## config.mk

```make
export PLATFORM = sky130hd
export DESIGN_NAME = layer_stream_tx
export DESIGN_NICKNAME = d
export VERILOG_FILES = /design/src/rtl/nn_pkg.sv /design/src/rtl/lane_capture_bank.sv /design/src/rtl/layer_stream_tx.sv
export SDC_FILE = /design/constraint.sdc
export NUM_CORES = 1
export LEC_CHECK = 0
export BUFFER_PORTS_ARGS = -buffer_cell sky130_fd_sc_hd__buf_2
export CAP_MARGIN = 20
export CORE_ASPECT_RATIO = 1.25
export CORE_UTILIZATION = 40
export CTS_CLUSTER_SIZE = 12
export DETAILED_ROUTE_END_ITERATION = 8
export PLACE_DENSITY_LB_ADDON = 0.12
export SLEW_MARGIN = 15
export SYNTH_ARGS = -nofsm -noshare
export SYNTH_HDL_FRONTEND = slang
export SYNTH_SLANG_ARGS = --single-unit
```

## constraint.sdc

```tcl
create_clock -name clk -period 6.69 [get_ports clk]
set_clock_uncertainty 0.15 [all_clocks]
set_input_delay 0.3345 -clock clk [delete_from_list [all_inputs] [get_ports clk]]
set_output_delay 0.3345 -clock clk [all_outputs]
set_load 0.01 [all_outputs]
```

## src/rtl/nn_pkg.sv

```systemverilog
// nn_pkg: shared stream FSM states, Q6.10 data format constants and width helper.
package nn_pkg;
  typedef enum logic [1:0] {COLLECT, LEAD, STREAM, DONE} stream_state_t;
  localparam int DATA_INT_W = 6;
  localparam int DATA_FRAC_W = 10;
  function automatic int idxWidth(input int n);
    return n > 1 ? $clog2(n) : 1;
  endfunction
endpackage

```

## src/rtl/lane_capture_bank.sv

```systemverilog
// lane_capture_bank: per-lane first-valid capture with flags and an indexed read port.
module lane_capture_bank import nn_pkg::*; #(
  parameter int numInputs = 32,
  parameter int dataWidth = 16,
  parameter int idxW = idxWidth(numInputs)
) (
  input  logic                           clk,
  input  logic                           reset,
  input  logic                           clear,
  input  logic                           enable,
  input  logic [numInputs*dataWidth-1:0] laneData,
  input  logic [numInputs-1:0]           laneValid,
  input  logic [idxW-1:0]                rdIdx,
  output logic                           allCaptured,
  output logic [dataWidth-1:0]           rdData
);
  logic [numInputs-1:0] flags, capNow;
  logic [dataWidth-1:0] dataR [numInputs];
  assign capNow = laneValid & ~flags & {numInputs{enable & ~clear}};
  // Counts lanes landing this cycle so the FSM can leave COLLECT on the same edge.
  assign allCaptured = &(flags | capNow);
  // Bypass lets element 0 stream on the capture edge when there is no lead.
  assign rdData = capNow[rdIdx] ? laneData[rdIdx*dataWidth +: dataWidth] : dataR[rdIdx];
  always_ff @(posedge clk)
    if (reset || clear) flags <= '0;
    else flags <= flags | capNow;
  always_ff @(posedge clk)
    for (int i = 0; i < numInputs; i++)
      if (capNow[i]) dataR[i] <= laneData[i*dataWidth +: dataWidth];
endmodule

```

## src/rtl/layer_stream_tx.sv

```systemverilog
// layer_stream_tx: captures one inference from a neuron layer and replays it as a gap-free burst.
module layer_stream_tx import nn_pkg::*; #(
  parameter int numInputs = 32,
  parameter int dataWidth = 16,
  parameter int startLead = 1
) (
  input  logic                           clk,
  input  logic                           reset,
  input  logic [numInputs*dataWidth-1:0] laneData,
  input  logic [numInputs-1:0]           laneValid,
  input  logic                           clear,
  output logic                           streamStart,
  output logic [dataWidth-1:0]           streamData,
  output logic                           streamValid,
  output logic                           streamLast,
  output logic                           busy,
  output logic                           done
);
  localparam int idxW = idxWidth(numInputs);
  localparam logic [idxW-1:0] lastIdx = idxW'(numInputs - 1);
  localparam logic [1:0] leadEnd = 2'(startLead > 0 ? startLead - 1 : 0);
  localparam stream_state_t firstState = startLead > 0 ? LEAD : STREAM;
  stream_state_t state, stateNext;
  logic [idxW-1:0] idx, idxNext;
  logic [1:0] leadCnt, leadNext;
  logic allCaptured, startNext, validNext, lastNext;
  logic [dataWidth-1:0] rdData, dataNext;
  lane_capture_bank #(.numInputs(numInputs), .dataWidth(dataWidth), .idxW(idxW)) bank (
    .clk(clk),
    .reset(reset),
    .clear(clear),
    .enable(state == COLLECT),
    .laneData(laneData),
    .laneValid(laneValid),
    .rdIdx(idxNext),
    .allCaptured(allCaptured),
    .rdData(rdData)
  );
  always_ff @(posedge clk)
    if (reset) begin
      state <= COLLECT;
      idx <= '0;
      leadCnt <= '0;
      streamStart <= 1'b0;
      streamValid <= 1'b0;
      streamLast <= 1'b0;
      streamData <= '0;
    end else begin
      state <= stateNext;
      idx <= idxNext;
      leadCnt <= leadNext;
      streamStart <= startNext;
      streamValid <= validNext;
      streamLast <= lastNext;
      streamData <= dataNext;
    end
  always_comb begin
    stateNext = clear ? COLLECT :
                state == COLLECT ? (allCaptured ? firstState : COLLECT) :
                state == LEAD ? (leadCnt == leadEnd ? STREAM : LEAD) :
                state == STREAM ? (idx == lastIdx ? DONE : STREAM) : DONE;
    leadNext = (state == LEAD && stateNext == LEAD) ? leadCnt + 2'd1 : 2'd0;
    idxNext = (state == STREAM && stateNext == STREAM) ? idx + 1'b1 : '0;
  end
  // Output registers load the values for the cycle the next state describes.
  always_comb begin
    startNext = stateNext == firstState && state != firstState;
    validNext = stateNext == STREAM;
    lastNext = validNext && idxNext == lastIdx;
    dataNext = validNext ? rdData : streamData;
  end
  assign busy = state == LEAD || state == STREAM;
  assign done = state == DONE;
endmodule

```

# Word level (Yosys, flattened, before mapping)
# Memory sizes are Yosys's and may differ from the RTL's. A register that Yosys moved wholly into a read port is not among the register bits.
# Cells that the tools add are included.
[totals]
ram_bits = 512
ff_bits = 44
output_inout_bits = 21
wordCells = 107
in_bits = 547
mem_count = 1
[memory_table]
columns = ["memory", "depth", "width", "read_ports", "rd_clocked_by_memory_dff", "wr", "line_no", "source"]
rows = [
  ["bank.dataR", 32, 16, 1, 1, 32, "lane_capture_bank.sv:18", "logic [dataWidth-1:0] dataR [numInputs];"],
]
[op_classes]
n_eq_ne = 8
mux = 72
add_sub_neg = 2
bitwise = 7
n_reduce_logical = 10
[ops]
columns = ["op", "count"]
rows = [
  ["two-way mux 1 bit", 67],
  ["AND 32 bit", 2],
  ["inverter 32 bit", 1],
  ["bitwise OR 32 bit", 1],
  ["AND reduction 32 bit", 1],
  ["equality test 5 bit, second input constant", 2],
  ["two-way mux 2 bit", 4],
  ["equality test 2 bit, second input constant", 3],
  ["adder 5 x 1 -> 5 bit, second input constant", 1],
  ["two-way mux 5 bit", 1],
  ["equality test 2 x 1 -> 1 bit, second input constant", 2],
  ["logical AND 1 bit", 4],
  ["zero test 2 bit", 2],
  ["adder 2 x 1 -> 2 bit, second input constant", 1],
  ["logical OR 1 bit", 2],
  ["!= test 2 x 1 -> 1 bit, second input constant", 1],
  ["inverter 1 bit", 2],
  ["OR reduction 2 bit", 1],
  ["AND 1 bit", 1],
]

# Longest topological paths before layout
# Gate-level depths: netlist (run 1).
[depth]
word_depth = 13
depth_mapped = 11
ltp_nobuf = 9

# Hierarchy
# Synthesis (run 1) repeated with hierarchy kept, for this count alone.
[unflattened]
cells_unflattened = 1552
area_unflattened_um2 = 26683.1
[modules_own_cells]
columns = ["mod", "cells_per_inst", "area_per_inst_um2", "instances", "seq_area_each_um2"]
rows = [
  ["lane_capture_bank", 1358, 24981.5, 1, 16015.4],
  ["layer_stream_tx", 194, 1701.6, 1, 560.5],
]

# Least setup slack after synthesis (run 1)
# Ideal clock, no wire load.
[synth_timing]
path_kind = "register to register"
startpoint = "register state[0]"
endpoint = "memory bank.dataR[12][0], enable pin"
stages_incl_launch_ff = 9
synth_period_minus_slack_ps = 2657
arrival_ps = 2118
setup_time_ps = 388
path_buffers = 3
required_time_ps = 6152
slack_ps = 4033
cell_sequence = "dfxtp_1 > inv_1 > ha_1 > nor2b_1 > buf_2 > buf_2 > buf_1 > nand2_1 > nor2_1"
[synth_lines]
columns = ["element", "line_no", "source"]
rows = [
  ["start: declaration", "layer_stream_tx.sv:23", "stream_state_t state, stateNext;"],
  ["start signal: assignment", "layer_stream_tx.sv:49", "state <= stateNext;"],
  ["end: declaration", "lane_capture_bank.sv:18", ""],
]

# Worst setup path after layout (run 1)
[layout_timing]
startpoint = "register idx[0]"
endpoint = "register streamData[3], read port of bank.dataR"
[layout_between]
elab_chain_cells = 9
elab_cells_between_ends = 10
cone_classes = "add/sub: 1; eq/ne: 2; mux: 6; reduce/logical: 1"
[layout_rtl]
columns = ["element", "line_no", "source"]
rows = [
  ["start: declaration", "layer_stream_tx.sv:24", "logic [idxW-1:0] idx, idxNext;"],
  ["start signal: assignment", "layer_stream_tx.sv:50", "idx <= idxNext;"],
  ["equality test 5 bit", "layer_stream_tx.sv:61", "state == STREAM ? (idx == lastIdx ? DONE : STREAM) : DONE;"],
  ["two-way mux 1 bit (2 in series)", "layer_stream_tx.sv:61", ""],
  ["two-way mux 2 bit", "layer_stream_tx.sv:60", "state == LEAD ? (leadCnt == leadEnd ? STREAM : LEAD) :"],
  ["two-way mux 2 bit", "layer_stream_tx.sv:59", "state == COLLECT ? (allCaptured ? firstState : COLLECT) :"],
  ["two-way mux 2 bit", "layer_stream_tx.sv:58", "stateNext = clear ? COLLECT :"],
  ["equality test 2 bit", "layer_stream_tx.sv:63, layer_stream_tx.sv:68", ""],
  ["logical AND 1 bit", "layer_stream_tx.sv:63", "idxNext = (state == STREAM && stateNext == STREAM) ? idx + 1'b1 : '0;"],
  ["two-way mux 5 bit", "layer_stream_tx.sv:63", ""],
  ["end: declaration", "layer_stream_tx.sv:13", "output logic [dataWidth-1:0] streamData,"],
]
# Several ways; a longest one is shown, not always the timed one.
# A chain may end at the register's enable or synchronous reset.

==> metrics.md, run 1 <==
| Metric | Value |
|---|---|
| CTS-repair resized insts | `0` |
| Post-Syn Area | `0.02252 mm2` |
| Yosys top cell area share | `68.28%` |
| Gr ovfl total | `0` |
| Share of cells above drive strength 1 | `31.25%` |
| Status | `complete, no violations` |
| Final Hold Vio Count | `0` |
| Starting Density | `40.75%` |
| Static Leak | `12.45 nW` |
| Root buf cell | `clkbuf_16` |
| Total track usage | `30.37%` |
| Fin crit share | `69.82%` |
| CP required | `7.11 ns` |
| Most frequent cells in the layout | `567 x buf_2, 546 x dlygate4sd3_1, 512 x edfxtp_1` |
| Clock Latency Late Sink | `0.62 ns` |
| IO buf count | `567` |
| WP data arrival | `5.09 ns` |
| Power Density | `233.5 mW/mm2` |
| DPL Wire Length | `61550 um` |
| Vias in the first global route | `18.48k` |
| CP Capture Type | `flop` |
| Largest area contributor in the netlist | `edfxtp_1` |
| Most common cell after layout, fill and taps aside | `buf_2` |
| Startpoint types | `flop` |
| Die height | `267.3 um` |
| Commonest register cell after synthesis | `edfxtp_1` |
| Routed wire length | `87390 um` |
| FFs w/ async S/R, synth | `0%` |
| Htree depth | `2` |
| Crit path time final | `4.671 ns` |
| Synth unique cells | `62` |
| Sequential area share after synthesis | `73.61%` |
| First-pass GRT wire length | `124900 um` |
| CTS Buf Count | `59` |
| Peak VDD IR | `0.2070 mV` |
| Rel. slew slack | `23.16%` |
| Number of max-cap violations | `0` |
| Final layout net count | `3091` |
| Die width | `214.2 um` |
| Routed len/inst | `26.34 um` |
| Yosys warns | `0` |
| Num rows | `96` |
| Syn_nets | `1970` |
| Setup_tns | `0 ns` |
| Initial antenna violation count | `7` |
| CP Class | `flop to flop` |
| Fin. max-slew vios | `0` |
| Pre-antenna DRT Iters | `6` |
| EDFF count, synth | `512` |
| Longest Clk Path Bufs | `3` |
| Core ar. | `0.05525 mm2` |
| Cell Area, Placed | `0.02621 mm2` |
| Area growth syn-to-layout | `48.47%` |
| DRT antenna net count | `0` |
| TritonCTS clock tree | `yes` |
| Vias/cell | `5.287` |
| Synthesized flop and latch total | `572` |
| HP Class | `input port to flop` |
| Worst-margin pin slew | `1.148 ns` |
| # setup viols final | `0` |
| Critical path peak fanout | `50` |
| Routability cong. | `0.8651` |
| Largest net degree at the start of global routing | `127` |
| Unrepaired setup endpoints after global routing | `no` |
| I/O pins | `568` |
| Die area | `0.05725 mm2` |
| DRC viols | `0` |
| Vias | `17.54k` |
| Mean area per synthesized cell | `15.90 um2` |
| Post-Synthesis Cells | `1416` |
| Clock Pin Slew Worst Setup and Hold Paths | `0.07 ns` |
| Number of DRC markers in iteration 0 | `1293` |
| Clk sinks | `572` |
| Largest cells by area after synthesis | `edfxtp_1 68%, dfxtp_1 5.3%, mux4_2 5.0%` |
| Post-layout util | `60.51%` |
| Finished Cell Area | `0.03343 mm2` |
| Peak Freq | `214.1 MHz` |
## what timing repair did
item | CTS | global route
endpoints found under the hold margin | 550 | 0
buffers inserted | 0 | 0
hold buffers | 546 | 0
## area by class of cell
class / instances / area, um2
multi-input combinational: 749 / 5583
tap: 735 / 919.6
antenna: 9 / 22.52
timing repair buffer: 1147 / 8617
fill: 4267 / 21820
clock inverter: 24 / 108.9
sequential: 572 / 16580
inverter: 8 / 30.03
clock buffer: 73 / 1572
## registers in the layout, indices dropped and copies added, names as in the netlist
name         cells
state            2
leadCnt          2
streamStart      1
streamLast       1
streamData      16
bank.flags      32
streamValid      1
idx              5
bank.dataR     512
## layer usage
| metal | GRT usage [%] | wire length (um) | vias to the layer above |
|---|---|---|---|
| li1 | - | - | 7811 |
| met1 | 35.62 | 32430 | 8695 |
| met2 | 54.91 | 45640 | 873 |
| met3 | 5.735 | 6061 | 158 |
| met4 | 11.80 | 3249 | 0 |
| met5 | 0 | 0 | - |
## power by group
part | internal (mW) | switching, mW
clock | 1.64 | 1.37
sequential | 4.07 | 0.0511
combinational | 0.390 | 0.293
## cells in the mapped netlist (9+ instances only)
master,count
edfxtp_1,512
mux4_2,50
and3b_1,9
nand2_1,81
o21ai_0,27
a211oi_1,34
mux2i_1,42
o32a_1,11
buf_4,13
a221oi_1,16
nor2b_1,29
nor2_1,154
buf_2,44
clkbuf_1,19
and3_1,11
mux2_2,32
buf_1,9
dfxtp_1,60
nor3_1,36
a21oi_1,61
nand3_1,10
o22ai_1,49
o221a_2,11
## final timing paths
check	start	end	slack, ns	depth (start not counted)
setup / recovery	idx[0]	streamData[3]	2.02	7
setup reg to reg	idx[0]	streamData[3]	2.02	7
hold / removal	laneData[253]	bank.dataR[15][13]	0.27	2
hold reg to reg	leadCnt[0]	leadCnt[0]	0.28	1
## cells by family (layout without fill, tap and decap cells)
logic type / after synthesis / after routing / synth area share (%)
AO/OA/AOI/OAI: 260 / 260 / 8.085
XOR/XNOR: 5 / 5 / 0.2612
adder cells (fa/ha/maj): 7 / 7 / 0.3889
buffers and inverters: 95 / 1252 / 2.084
flip-flops: 572 / 572 / 73.61
multiplexers: 124 / 124 / 8.468
other: 0 / 9 / 0
AND/OR/NAND/NOR: 353 / 353 / 7.101
## worst max-delay path, cell delays in order, from the launching register on
cell	delay, ns
dfxtp_4	0.93
ha_4	0.31
xor2_4	0.83
nor2_1	0.27
a21oi_4	0.86
o22ai_1	0.21
nor3_1	0.72
o32a_1	0.28
## stage by stage
step                power, mW  instances  worst slack (ns)  hold WS [ns]
floorplan               4.301       1416             4.033        0.2491
global placement        4.595       2659             2.004        0.2573
detailed placement      4.605       2662             1.954        0.2678
CTS                     7.836       3305             1.953        0.2384
global route            8.026       3316             1.827        0.2594
finish                  7.807       3317             2.019        0.2713
Note: power is estimated with default switching activity, not from simulation.
==> run 2, diff against run 1 <==
--- a/config.mk
+++ b/config.mk
@@ -5,6 +5,7 @@
 export SDC_FILE = /design/constraint.sdc
 export NUM_CORES = 1
 export LEC_CHECK = 0
+export ABC_AREA = 1
 export BUFFER_PORTS_ARGS = -buffer_cell sky130_fd_sc_hd__buf_2
 export CAP_MARGIN = 20
 export CORE_ASPECT_RATIO = 1.25
==> constraint.sdc (replaced) <==
create_clock -name clk -period 4.2 [get_ports clk]
set_clock_uncertainty 0.15 [all_clocks]
set_input_delay 0.21 -clock clk [delete_from_list [all_inputs] [get_ports clk]]
set_output_delay 0.21 -clock clk [all_outputs]
set_load 0.01 [all_outputs]
==> metrics.md, run 2 <==
| Metric | Value |
|---|---|
| Status | `complete, no violations` |
| Routed wire length | `93020 um (+6.4%)` |
| Commonest register cell after synthesis | `edfxtp_1` |
| Sequential area share after synthesis | `68.71% (-4.9 points)` |
| IO buf count | `567 (unchanged)` |
| Routability cong. | `0.9197 (+6.3%)` |
| Starting Density | `40.51% (-0.25 points)` |
| Slowest cell delay on critical path | `0.37 ns (-0.56 ns)` |
| Rel. slew slack | `47.27% (+24 points)` |
| DPL Wire Length | `64700 um (+5.1%)` |
| TritonCTS clock tree | `yes` |
| Comb pwr share | `9.0% (+0.3 points)` |
| Number of DRC markers in iteration 0 | `1550 (+20%)` |
| Static Leak | `15.19 nW (+22%)` |
| Top delay family on crit path | `simple AND/OR/NAND/NOR gates` |
| I/O pins | `568 (unchanged)` |
| Mean area per synthesized cell | `10.88 um2 (-32%)` |
| Peak VDD IR | `0.3552 mV (+72%)` |
| Synth cell count leaders | `512 x edfxtp_1, 387 x nand2_1, 324 x nor2_1` |
| DRT antenna net count | `0 (unchanged)` |
| WP data arrival | `4.26 ns (-0.83 ns)` |
| Most common cell after layout, fill and taps aside | `buf_2` |
| Sw Ratio | `22.11% (+0.22 points)` |
| Area growth syn-to-layout | `47.15%` |
| CP Capture Type | `flop` |
| P_int | `9.815 mW (+61%)` |
| Vias | `20.75k (+18%)` |
| CP required | `4.59 ns (-2.52 ns)` |
| Root buf cell | `clkbuf_16` |
| Fillers | `4845 (+14%)` |
| Most frequent cell after synthesis | `edfxtp_1` |
| HP Class | `input port to flop` |
| Final layout net count | `3896 (+26%)` |
| Setup_tns | `0 ns (unchanged)` |
| Share of power burned in registers | `51.9% (-0.9 points)` |
| Vias/cell | `4.998 (-5.5%)` |
| Crit path time final | `3.876 ns (-0.7945 ns)` |
| Yosys top cell area share | `63.73% (-4.5 points)` |
| Fin crit share | `92.30% (+22 points)` |
| Footprint of the multi-input gates | `0.006215 mm2 (+11%)` |
| Largest regs | `bank.dataR (512), bank.flags (32), streamData (16)` |
| Largest net degree at the start of global routing | `81 (-36%)` |
| Largest cells by area after synthesis | `edfxtp_1 64%, nand2_1 6.0%, nor2_1 5.0%` |
| First-pass GRT wire length | `136600 um (+9.3%)` |
| Unrepaired setup endpoints after global routing | `no` |
| Worst-margin pin slew | `0.7866 ns (-0.3617 ns)` |
| Routed len/inst | `22.40 um (-15%)` |
| Synthesized flop and latch total | `572 (unchanged)` |
| Most flop-heavy register | `bank.dataR` |
| Buf/Inv on CP | `3 (+3)` |
| Clock power share | `39.2% (+0.7 points)` |
| EDFF count, synth | `512 (unchanged)` |
| Syn_nets | `2772 (+41%)` |
| Fin. max-slew vios | `0 (unchanged)` |
| Initial antenna violation count | `5 (-2)` |
| Die height | `276.6 um (+3.5%)` |
| Yosys warns | `0 (unchanged)` |
| Gr ovfl total | `0 (unchanged)` |
| Die width | `221.7 um (+3.5%)` |
| Finished Cell Area | `0.03550 mm2 (+6.2%)` |
| Final Hold Vio Count | `0 (unchanged)` |
| Startpoint types | `flop` |
| Most frequent cells in the layout | `567 x buf_2, 550 x dlygate4sd3_1, 512 x edfxtp_1` |
| Power Density | `355.0 mW/mm2 (+52%)` |
| # setup viols final | `0 (unchanged)` |
| Htree depth | `2 (unchanged)` |
| Max reg flops | `512 (unchanged)` |
| Longest Clk Path Bufs | `3 (unchanged)` |
| Switching power | `2.787 mW (+63%)` |
| Num rows | `100 (+4.2%)` |
| Die area | `0.06130 mm2 (+7.1%)` |
| CTS Buf Count | `59 (unchanged)` |
| Share of cells above drive strength 1 | `24.94% (-6.3 points)` |
| CP Class | `flop to flop` |
| Register Area | `0.01658 mm2 (about the same)` |
| FFs w/ async S/R, synth | `0% (unchanged)` |
| Clock Pin Slew Worst Setup and Hold Paths | `0.06 ns (about the same)` |
| Post-Syn Area | `0.02412 mm2 (+7.1%)` |
| Post-Synthesis Cells | `2218 (+57%)` |
| Largest area contributor in the netlist | `edfxtp_1` |
| Synth unique cells | `31 (-50%)` |
| Vias in the first global route | `21.78k (+18%)` |
| Clock Latency Late Sink | `0.62 ns (about the same)` |
| Slowest-stage cell, CP | `dfxtp_1` |
| Clk sinks | `572 (unchanged)` |
| Worst-path cell chain | `inv_1 > ha_1 > nand2_4 > buf_12 > o21bai_1 > nand2_1 > nor2_1 > nand2_1 > nor2_1 > nand2_1 > nand2_2 > nand2_4 > nand2_4 > nor2_8 > nand3_4 > nor2_2 > buf_6 > o21ai_1 > nor2_1 > nor2_1 > nand2_1 > nand3_1 > a21oi_1` |
| DRC viols | `0 (unchanged)` |
| Peak Freq | `258.0 MHz (+20%)` |
| Cell Area, Placed | `0.02820 mm2 (+7.6%)` |
| Critical path peak fanout | `32 (-36%)` |
| Number of max-cap violations | `0 (unchanged)` |
| Total track usage | `30.23% (-0.15 points)` |
| Core ar. | `0.05956 mm2 (+7.8%)` |
| Pre-antenna DRT Iters | `6 (unchanged)` |
## run 2: changes by cell type after synthesis, moves of 50 or more
| cell | before | now |
|---|---|---|
| inv_1 | 7 | 265 |
| or2_2 | 0 | 85 |
| o211ai_1 | 0 | 56 |
| nor2_1 | 154 | 324 |
| nand3_1 | 10 | 183 |
| mux4_2 | 50 | 0 |
| nand2_1 | 81 | 387 |
## run 2: worst paths after layout
kind | start | endpoint | slack, ns | cells past startpoint
worst max-delay path | state[0] | streamData[6] | 0.32 | 23
worst max register to register | state[0] | streamData[6] | 0.32 | 23
worst min register to register | leadCnt[0] | leadCnt[0] | 0.27 | 1
worst min-delay path | laneData[478] | bank.dataR[29][14] | 0.15 | 2
## run 2: kinds of logic (layout without fill, tap and decap cells)
group	Yosys count	in the layout	synth area share, %
and+or+nand+nor	1043	1043	18.81
DFF	572	572	68.71
buffers and inverters	390	1556	6.436
AOI/OAI and AO/OA	206	206	5.684
adders and majority gates	7	7	0.3630
other	0	3	0
## run 2: timing repair
action / in CTS / in global routing
endpoints found under the hold margin: 582 / 0
gates resized for setup: 0 / 4
hold buffers: 550 / 0
endpoints found under the setup margin: 0 / 16
setup buffers: 0 / 3
## run 2: per-stage QoR
step           setup WS [ns]  hold slack (ns)  instances  utilization, %  power (mW)
6_report              0.3235           0.1468       4152           59.61       12.60
5_1_grt              0.01299           0.1346       4152           59.61       12.96
4_1_cts              0.05907           0.1120       4146           59.52       12.65
3_5_place_dp         0.07012           0.2381       3493           47.35       7.356
3_3_place_gp          0.2406           0.2370       3493           47.35       7.347
2_1_floorplan          1.380           0.1589       2218               -       6.857
## run 2: final cells by class
class,count,share of cell area [%]
diodes,3,0.02115
clock buffers,86,4.593
clock inverters,17,0.3172
inverters,269,2.851
multi-input cells,1256,17.51
flip-flops and latches,572,46.70
well taps,765,2.696
repair buffers,1184,25.32
## run 2: layer usage
metal	vias up	global-route usage, %	part of all wire, %
met5	-	0	0.015
met1	10010	36.31	39
li1	9704	-	-
met3	188	5.178	6.0
met4	2	12.93	4.5
met2	844	53.24	51
## run 2: power groups by stage
stage / clock network (mW) / registers (mW) / logic, mW
after floorplan: 0 / 6.64 / 0.215
after global placement: 0 / 6.66 / 0.691
after detailed placement: 0 / 6.66 / 0.696
after CTS: 5.00 / 6.54 / 1.11
after global routing: 5.21 / 6.56 / 1.20
final: 4.93 / 6.54 / 1.13
